File: config.mk
export PLATFORM = sky130hd
export DESIGN_NAME = gcd_engine_flat
export DESIGN_NICKNAME = d
export VERILOG_FILES = /design/src/rtl/gcd_pkg.sv /design/src/rtl/gcd_engine_if.sv /design/src/rtl/gcd_datapath.sv /design/src/rtl/gcd_engine.sv /design/src/flat_wrapper.sv
export SDC_FILE = /design/constraint.sdc
export NUM_CORES = 1
export LEC_CHECK = 0
export CORE_MARGIN = 8
export CORE_UTILIZATION = 40
export CTS_CLUSTER_SIZE = 30
export DETAILED_ROUTE_END_ITERATION = 12
export GPL_TIMING_DRIVEN = 0
export PLACE_DENSITY_LB_ADDON = 0.2
export SETUP_SLACK_MARGIN = 0.3
export SKIP_LAST_GASP = 1
export SLEW_MARGIN = 25
export SYNTH_ARGS = -nofsm -noshare
export SYNTH_HDL_FRONTEND = slang
export SYNTH_SLANG_ARGS = --single-unit
File: constraint.sdc
create_clock -name clk -period 4.4 [get_ports clk]
set_input_delay 1.1 -clock clk [delete_from_list [all_inputs] [get_ports clk]]
set_output_delay 1.1 -clock clk [all_outputs]
set_load 0.02 [all_outputs]
File: src/rtl/gcd_pkg.sv
// Shared types and default widths for the subtractive-Euclid GCD engine.
package gcd_pkg;

  localparam int unsigned GCD_W  = 16;
  localparam int unsigned GCD_CW = 16;

  typedef enum logic [1:0] {
    IDLE = 2'd0,
    RUN  = 2'd1,
    DONE = 2'd2
  } state_t;

endpackage

File: src/rtl/gcd_engine_if.sv
// Operand/result valid-ready bundle between producer, GCD engine and consumer.
interface gcd_engine_if #(
  parameter int unsigned W  = gcd_pkg::GCD_W,
  parameter int unsigned CW = gcd_pkg::GCD_CW
);

  logic          in_valid;
  logic          in_ready;
  logic [W-1:0]  a_in;
  logic [W-1:0]  b_in;
  logic          out_valid;
  logic          out_ready;
  logic [W-1:0]  result;
  logic [CW-1:0] iter_count;
  logic          err;

  // Producer/consumer side.
  modport master (
    output in_valid, a_in, b_in, out_ready,
    input  in_ready, out_valid, result, iter_count, err
  );

  // Engine side.
  modport slave (
    input  in_valid, a_in, b_in, out_ready,
    output in_ready, out_valid, result, iter_count, err
  );

endinterface

File: src/rtl/gcd_datapath.sv
// A/B operand registers, a single shared subtractor and the compare flags.
module gcd_datapath
  import gcd_pkg::*;
#(
  parameter int unsigned W = GCD_W
) (
  input  logic         clk,
  input  logic         reset,
  input  logic         load,
  input  logic         step,
  input  logic [W-1:0] a_in,
  input  logic [W-1:0] b_in,
  output logic [W-1:0] a,
  output logic [W-1:0] b,
  output logic         a_gt_b,
  output logic         a_eq_b,
  output logic         a_zero,
  output logic         b_zero
);

  logic [W-1:0] minuend;
  logic [W-1:0] subtrahend;
  logic [W-1:0] diff;

  assign a_gt_b = a > b;
  assign a_eq_b = a == b;
  assign a_zero = a == '0;
  assign b_zero = b == '0;

  // Larger minus smaller, so the difference never wraps.
  assign minuend    = a_gt_b ? a : b;
  assign subtrahend = a_gt_b ? b : a;
  assign diff       = minuend - subtrahend;

  always_ff @(posedge clk) begin
    if (reset) begin
      a <= '0;
      b <= '0;
    end else if (load) begin
      a <= a_in;
      b <= b_in;
    end else if (step) begin
      if (a_gt_b) a <= diff;
      else        b <= diff;
    end
  end

endmodule

File: src/rtl/gcd_engine.sv
// Self-sequencing GCD engine: control FSM, saturating step counter, result registers.
module gcd_engine
  import gcd_pkg::*;
#(
  parameter int unsigned W  = GCD_W,
  parameter int unsigned CW = GCD_CW
) (
  input logic        clk,
  input logic        reset,
  gcd_engine_if.slave bus
);

  localparam logic [CW-1:0] CNT_MAX = '1;

  state_t        state;
  logic [CW-1:0] cnt;
  logic          in_ready_q;
  logic          out_valid_q;
  logic [W-1:0]  result_q;
  logic [CW-1:0] iter_count_q;
  logic          err_q;

  logic [W-1:0]  a;
  logic [W-1:0]  b;
  logic          a_gt_b;
  logic          a_eq_b;
  logic          a_zero;
  logic          b_zero;
  logic          accept;
  logic          terminal;
  logic          step;

  assign accept   = bus.in_valid && in_ready_q;
  assign terminal = a_zero || b_zero || a_eq_b;
  assign step     = (state == RUN) && !terminal;

  gcd_datapath #(.W(W)) u_datapath (
    .clk    (clk),
    .reset  (reset),
    .load   (accept),
    .step   (step),
    .a_in   (bus.a_in),
    .b_in   (bus.b_in),
    .a      (a),
    .b      (b),
    .a_gt_b (a_gt_b),
    .a_eq_b (a_eq_b),
    .a_zero (a_zero),
    .b_zero (b_zero)
  );

  always_ff @(posedge clk) begin
    if (reset) begin
      state        <= IDLE;
      cnt          <= '0;
      in_ready_q   <= 1'b1;
      out_valid_q  <= 1'b0;
      result_q     <= '0;
      iter_count_q <= '0;
      err_q        <= 1'b0;
    end else begin
      case (state)
        IDLE: begin
          if (accept) begin
            cnt        <= '0;
            in_ready_q <= 1'b0;
            state      <= RUN;
          end
        end
        RUN: begin
          if (terminal) begin
            // A|B covers both the one-zero case and A==B.
            result_q     <= a | b;
            err_q        <= a_zero && b_zero;
            iter_count_q <= cnt;
            state        <= DONE;
          end else if (cnt != CNT_MAX) begin
            cnt <= cnt + CW'(1);
          end
        end
        DONE: begin
          if (!out_valid_q) begin
            out_valid_q <= 1'b1;
          end else if (bus.out_ready) begin
            out_valid_q <= 1'b0;
            in_ready_q  <= 1'b1;
            state       <= IDLE;
          end
        end
        default: state <= IDLE;
      endcase
    end
  end

  // in_ready is gated by reset so no operand is taken while reset is asserted.
  assign bus.in_ready   = in_ready_q && !reset;
  assign bus.out_valid  = out_valid_q;
  assign bus.result     = result_q;
  assign bus.iter_count = iter_count_q;
  assign bus.err        = err_q;

endmodule

File: src/flat_wrapper.sv
// flat-port wrapper written by rule: the top's interface ports become plain ports
module gcd_engine_flat import gcd_pkg::*;
#(
  parameter int unsigned W  = GCD_W,
  parameter int unsigned CW = GCD_CW
)
  (clk, reset, bus_in_valid, bus_a_in, bus_b_in, bus_out_ready, bus_in_ready, bus_out_valid, bus_result, bus_iter_count, bus_err);
  gcd_engine_if #(.W(W), .CW(CW)) bus_i ();
  input logic clk;
  input logic reset;
  input wire logic [$bits(bus_i.in_valid)-1:0] bus_in_valid;
  input wire logic [$bits(bus_i.a_in)-1:0] bus_a_in;
  input wire logic [$bits(bus_i.b_in)-1:0] bus_b_in;
  input wire logic [$bits(bus_i.out_ready)-1:0] bus_out_ready;
  output wire logic [$bits(bus_i.in_ready)-1:0] bus_in_ready;
  output wire logic [$bits(bus_i.out_valid)-1:0] bus_out_valid;
  output wire logic [$bits(bus_i.result)-1:0] bus_result;
  output wire logic [$bits(bus_i.iter_count)-1:0] bus_iter_count;
  output wire logic [$bits(bus_i.err)-1:0] bus_err;
  assign bus_i.in_valid = bus_in_valid;
  assign bus_i.a_in = bus_a_in;
  assign bus_i.b_in = bus_b_in;
  assign bus_i.out_ready = bus_out_ready;
  assign bus_in_ready = bus_i.in_ready;
  assign bus_out_valid = bus_i.out_valid;
  assign bus_result = bus_i.result;
  assign bus_iter_count = bus_i.iter_count;
  assign bus_err = bus_i.err;
  gcd_engine #(.W(W), .CW(CW)) u_core (.clk(clk), .reset(reset), .bus(bus_i));
endmodule
==> metrics, run 1 <==
WHS Path Cells=2; wire length on met1=7460 um; initial core utilization=40.5%; worst min path class=flip-flop to flip-flop; asr flop ratio synth=0%; Placed Instances=882; Die Width=128 um; CTS root buffer=clkbuf_16; Leak=2.45 nW; RD Place Congestion=0.911; Core Area=12,500 um^2; YS warnings=0; port bufs=70; met2 wire len=8390 um; reg-to-reg endpoint=u_core.u_datapath.b[14]; Hold EP=u_core.bus.iter_count[3]; max frequency=0.251 GHz; hold path startpoint=u_core.bus.iter_count[3]; clk buf depth=2; CP arrival=4.27 ns; Max Cap Violations=0; number of flops mapped to enable cells by yosys=0; DIE AREA=16,500 um^2; Setup crit start kind=flip-flop; worst hold slack=0.456 ns; r2r setup slk=0.42 ns; Die Span Y=128 um; grt ovf=0; Final Core Density=54.4%; status=completed; cts bufs inserted=9; H-tree levels=3; post-synth net total=710; pre-CTS WS=0.0318 ns; nets=814; initial antenna violation count=0; pin count of the biggest net entering global routing=18; first-pass GRT wire length=26,500 um; worst-path maximum fanout=8; number of global-route vias before repair=4,909; CTS sink cnt=85; non-filler instance count after layout=921; Synth Cell Area=5040 um^2; Iteration-0 DRC Markers=322; post-synthesis cell count=640; Crit Path Class=flip-flop to flip-flop; Total Neg Setup Slack=0 ns; Worst EP required=4.69 ns; final setup margin=0.416 ns; clk_skew=0.0119 ns; post-synthesis area per instance=7.88 um^2; final hold vios=0; RSZ-0062 raised after global routing=yes; max layer used=met4; detailed placement HPWL=12,900 um; drc violations=0; Area contributors post-synth=dfxtp_1 34%, ha_1 8.4%, nor2_1 7.1%, nand2_1 5.9%, a21oi_1 4.8%; mean routed wirelength per cell=18.8 um; PD cells=645 nW/um^2; via/cell ratio=5.43; via count=4,999; met3 wire len=1120 um; Slew Limit Fails=0; layout cells sized above 1=16.2%; r2r worst-path depth=16; Main synth FF type=dfxtp_1; post-synth top area share=33.7%; Worst R2R Start=u_core.u_datapath.a[11]; CTS tree=yes; period utilisation layout=90.5%; Fill cells=1,224; Final Setup Violations=0; later-pin clock latency in the skew report=0.36 ns; final WL=17,300 um; Worst Setup End Kind=flip-flop; area leader, netlist=dfxtp_1; Distinct cells, synth=61; maximum VDD drop=0.000257 V; Tot GR Track Use=20.9%; antenna cells=0; Routed Antenna Nets=0; slew margin rel.=48.9%; synthesis-stage register bit count=85; Ports=71; clock-pin slew on the worst setup and hold paths=0.07 ns; FP Rows=41; fin crit period=3.98 ns; register area share after synthesis=33.7%; area grow syn2layout=34.5%; DR pass1 iterations=5; slew at the pin closest to its max-slew limit=0.767 ns
## cell usage after synthesis (all sizes together), types with 13 or more instances
library cell / n
a211oi: 18
a21oi: 49
clkbuf: 29
dfxtp: 85
ha: 34
inv: 40
nand2: 79
nor2: 95
nor3: 13
nor4: 13
o21ai: 22
xor2: 15
## repair_timing
action / 4_1_cts / 5_1_grt
buffers inserted: 1 / 22
hold buffers: 0 / 0
endpoints found under the setup margin: 8 / 8
gates resized for setup: 16 / 70
pin swaps: 4 / 17
gates cloned: 0 / 0
## area by class of cell
cell class,instances,area [um^2],share of cell area [%]
inverter,40,150,2.21
clock buffer,9,225,3.32
clock inverter,7,86.3,1.27
timing repair buffer,93,898,13.2
multi-input combinational,481,3270,48.2
tap,172,215,3.17
buffer,34,191,2.82
sequential,85,1750,25.7
## stage by stage
| stage | area [um^2] | total power [mW] |
|---|---|---|
| 6_report | 6790 | 4.38 |
| 5_1_grt | 6790 | 4.61 |
| 4_1_cts | 6360 | 3.90 |
| 3_5_place_dp | 5960 | 2.99 |
| 3_3_place_gp | 5960 | 2.99 |
| 2_1_floorplan | 5040 | 2.41 |
## sequential cells by signal, summed over array words and instances (netlist names)
| name | count |
|---|---|
| u_core.bus.err | 1 |
| u_core.cnt | 16 |
| u_core.u_datapath.b | 16 |
| u_core.u_datapath.a | 16 |
| u_core.state | 2 |
| u_core.bus.result | 16 |
| u_core.in_ready_q | 1 |
| u_core.bus.iter_count | 16 |
| u_core.bus.out_valid | 1 |
## logic make-up after synthesis
family / count (synthesis) / synth area share, %
compound gates: 146 / 20.0
fa+ha+maj: 34 / 8.43
buf+inv: 74 / 6.43
xor+xnor: 26 / 4.52
simple gates: 263 / 24.2
flops: 85 / 33.7
mux: 12 / 2.65
## report_power, final
group | internal, mW | switching (mW) | total (mW)
sequential | 0.873 | 0.0964 | 0.969
clock | 0.455 | 0.363 | 0.819
combinational | 1.17 | 1.42 | 2.59
total | 2.49 | 1.88 | 4.38
## routing by layer
layer	up-vias	GRT usage, %
li1	2444	-
met1	2379	25.4
met2	148	35.3
met3	28	5.12
met4	0	6.78
met5	-	0
## cell usage in the layout, fill, tap and decap left out, types with 13 or more instances in the layout
cell type         n
clkbuf_1         27
xor2_1           15
inv_1            32
dfxtp_1          66
a21oi_1          44
a211oi_1         18
nand2_1          79
nor3_1           13
o21ai_0          18
nor2_1           94
buf_4            22
clkdlybuf4s50_1  70
ha_1             24
## critical path, stage by stage (launching register included)
cell	delay, ns
dfxtp_2	0.35
inv_1	0.08
ha_1	0.28
clkbuf_8	0.17
nor4_4	0.37
nand2b_4	0.11
o41ai_4	0.39
o311ai_1	0.21
o22a_1	0.22
ha_1	0.18
inv_1	0.11
a21boi_4	0.09
o41ai_4	0.41
a21oi_2	0.12
or3_4	0.38
a211o_1	0.31
a21oi_2	0.13
## how the worst max path moves through the flow
| stage | from | to | slack (ns) | cells after the start |
|---|---|---|---|---|
| floorplan | u_core.u_datapath.a[7] | u_core.u_datapath.b[14] | 0.67 | 18 |
| global placement | u_core.u_datapath.b[7] | u_core.u_datapath.a[12] | 0.01 | 18 |
| detailed placement | u_core.u_datapath.b[10] | u_core.u_datapath.a[12] | 0.03 | 17 |
| CTS | u_core.u_datapath.b[9] | u_core.u_datapath.a[12] | 0.29 | 17 |
| global route | u_core.u_datapath.a[11] | u_core.u_datapath.b[14] | 0.24 | 16 |
| finish | u_core.u_datapath.a[11] | u_core.u_datapath.b[14] | 0.42 | 16 |
No activity file was read; power rests on OpenSTA's default activity.
==> run 2, diff against run 1 <==
--- a/config.mk
+++ b/config.mk
@@ -5,6 +5,7 @@
 export SDC_FILE = /design/constraint.sdc
 export NUM_CORES = 1
 export LEC_CHECK = 0
+export ABC_CLOCK_PERIOD_IN_PS = 4400
 export CORE_MARGIN = 8
 export CORE_UTILIZATION = 40
 export CTS_CLUSTER_SIZE = 30
==> results of run 2 <==
The final DEF is identical to that of run 1; final timing and power are the same.
==> run 3, diff against run 2 <==
--- a/config.mk
+++ b/config.mk
@@ -10,7 +10,6 @@
 export CORE_UTILIZATION = 40
 export CTS_CLUSTER_SIZE = 30
 export DETAILED_ROUTE_END_ITERATION = 12
-export GPL_TIMING_DRIVEN = 0
 export PLACE_DENSITY_LB_ADDON = 0.2
 export SETUP_SLACK_MARGIN = 0.3
 export SKIP_LAST_GASP = 1
==> run 3 against run 2 <==
Final cell count is 2.6% lower; register-to-register slack better by 0.02 ns; sequential power is 0.7% lower; critical path depth stayed put; die area stayed put; sequential share of layout area is 0.69 points higher; wire length is 8.2% lower; hold slack better by 0.0018 ns.
==> metrics, run 3 (synthesis results as in run 1) <==
RD Place Congestion=0.953; maximum VDD drop=0.000234 V; DIE AREA=16,500 um^2; Worst Setup End Kind=flip-flop; placed inst area=5960 um^2; Final Power=4.07 mW; clk buf depth=2; CTS tree=yes; via count=4,890; Worst EP required=4.68 ns; clk_skew=0.0113 ns; grt ovf=0; Max Cap Violations=0; DR pass1 iterations=4; FP Rows=41; via/cell ratio=5.45; Slew Limit Fails=0; worst min path class=flip-flop to flip-flop; Final Setup Violations=0; Crit Path Class=flip-flop to flip-flop; initial antenna violation count=0; worst-path maximum fanout=5; final WL=15,900 um; CP arrival=4.24 ns; post-layout instance area=6480 um^2; first-pass GRT wire length=24,800 um; final hold vios=0; Die Span Y=128 um; mean routed wirelength per cell=17.7 um; drc violations=0; layout cells sized above 1=12.6%; detailed placement HPWL=11,700 um; status=completed; final setup margin=0.441 ns; Placed Instances=871; CTS sink cnt=85; post-cts hold buffer count=0; slew margin rel.=49.1%; H-tree levels=3; Core Area=12,500 um^2; most common cell after layout, fill and taps aside=nor2_1; Ports=71; later-pin clock latency in the skew report=0.35 ns; fin crit period=3.96 ns; initial core utilization=40.5%; Setup crit start kind=flip-flop; area grow syn2layout=28.4%; number of global-route vias before repair=4,766; Final Core Density=52.0%; cts bufs inserted=9; clock-pin slew on the worst setup and hold paths=0.07 ns; PD cells=629 nW/um^2; Routed Antenna Nets=0; nets=790; Tot GR Track Use=19.2%; port bufs=70; Total Neg Setup Slack=0 ns; max frequency=0.253 GHz; pin count of the biggest net entering global routing=76; slew at the pin closest to its max-slew limit=0.764 ns; worst hold slack=0.458 ns; non-filler instance count after layout=897; most frequent cells in the layout=93 x nor2_1, 79 x nand2_1, 78 x dfxtp_1; antenna cells=0; Leak=2.37 nW; Die Width=128 um; CTS root buffer=clkbuf_16; Iteration-0 DRC Markers=247; period utilisation layout=90.0%; pre-CTS WS=-0.00604 ns; RSZ-0062 raised after global routing=no
## run 3: cell types whose count changed in the layout (fill, tap and decap cells not counted), sizes merged
cell	before	now
o31a	2	3
clkbuf	37	10
inv	45	44
buf	29	33
clkdlybuf4s50	70	69
## run 3: critical path, cell delays in order, from the launching register on
cell and delay (ns):
dfxtp_1 0.43, inv_1 0.09, ha_1 0.41, nor2_1 0.14, a221oi_4 0.37, o41ai_4 0.09
buf_4 0.17, o31a_4 0.32, o22a_1 0.22, ha_1 0.18, inv_1 0.08, a21boi_2 0.07
o41ai_2 0.35, a21oi_1 0.14, or3_1 0.38, a211o_1 0.31, a21oi_2 0.12
## run 3: final cells by class
class / count / area [um^2]
sequential: 85 / 1710
tap: 172 / 215
inverter: 40 / 150
fill: 1215 / 5990
clock buffer: 10 / 229
multi-input combinational: 482 / 3160
clock inverter: 6 / 76.3
timing repair buffer: 102 / 936
## run 3: power breakdown
| group | switching, mW | internal, mW | leakage (nW) | total, mW |
|---|---|---|---|---|
| clock | 0.349 | 0.452 | 0.150 | 0.800 |
| sequential | 0.0964 | 0.866 | 0.694 | 0.962 |
| combinational | 1.31 | 0.996 | 1.53 | 2.31 |
## run 3: final timing paths
path / depth (start not counted) / startpoint / slack, ns / to
worst min register to register: 2 / u_core.bus.iter_count[12] / 0.46 / u_core.bus.iter_count[12]
worst max register to register: 16 / u_core.u_datapath.a[2] / 0.44 / u_core.u_datapath.b[14]
worst min-delay path: 2 / u_core.bus.iter_count[12] / 0.46 / u_core.bus.iter_count[12]
worst max-delay path: 16 / u_core.u_datapath.a[2] / 0.44 / u_core.u_datapath.b[14]
## run 3: timing repair
item | CTS | global route
setup buffers | 2 | 7
resized for setup | 3 | 26
endpoints found under the hold margin | 0 | 0
pin swaps | 1 | 8
endpoints found under the setup margin | 8 | 14
cloned | 0 | 1
## run 3: metal layers
| metal | global-route usage, % | up-vias | share of wire [%] |
|---|---|---|---|
| li1 | - | 2394 | - |
| met1 | 24.6 | 2308 | 46 |
| met2 | 30.1 | 161 | 45 |
| met3 | 3.99 | 27 | 6.0 |
| met4 | 9.16 | 0 | 3.0 |
| met5 | 0 | - | 0 |
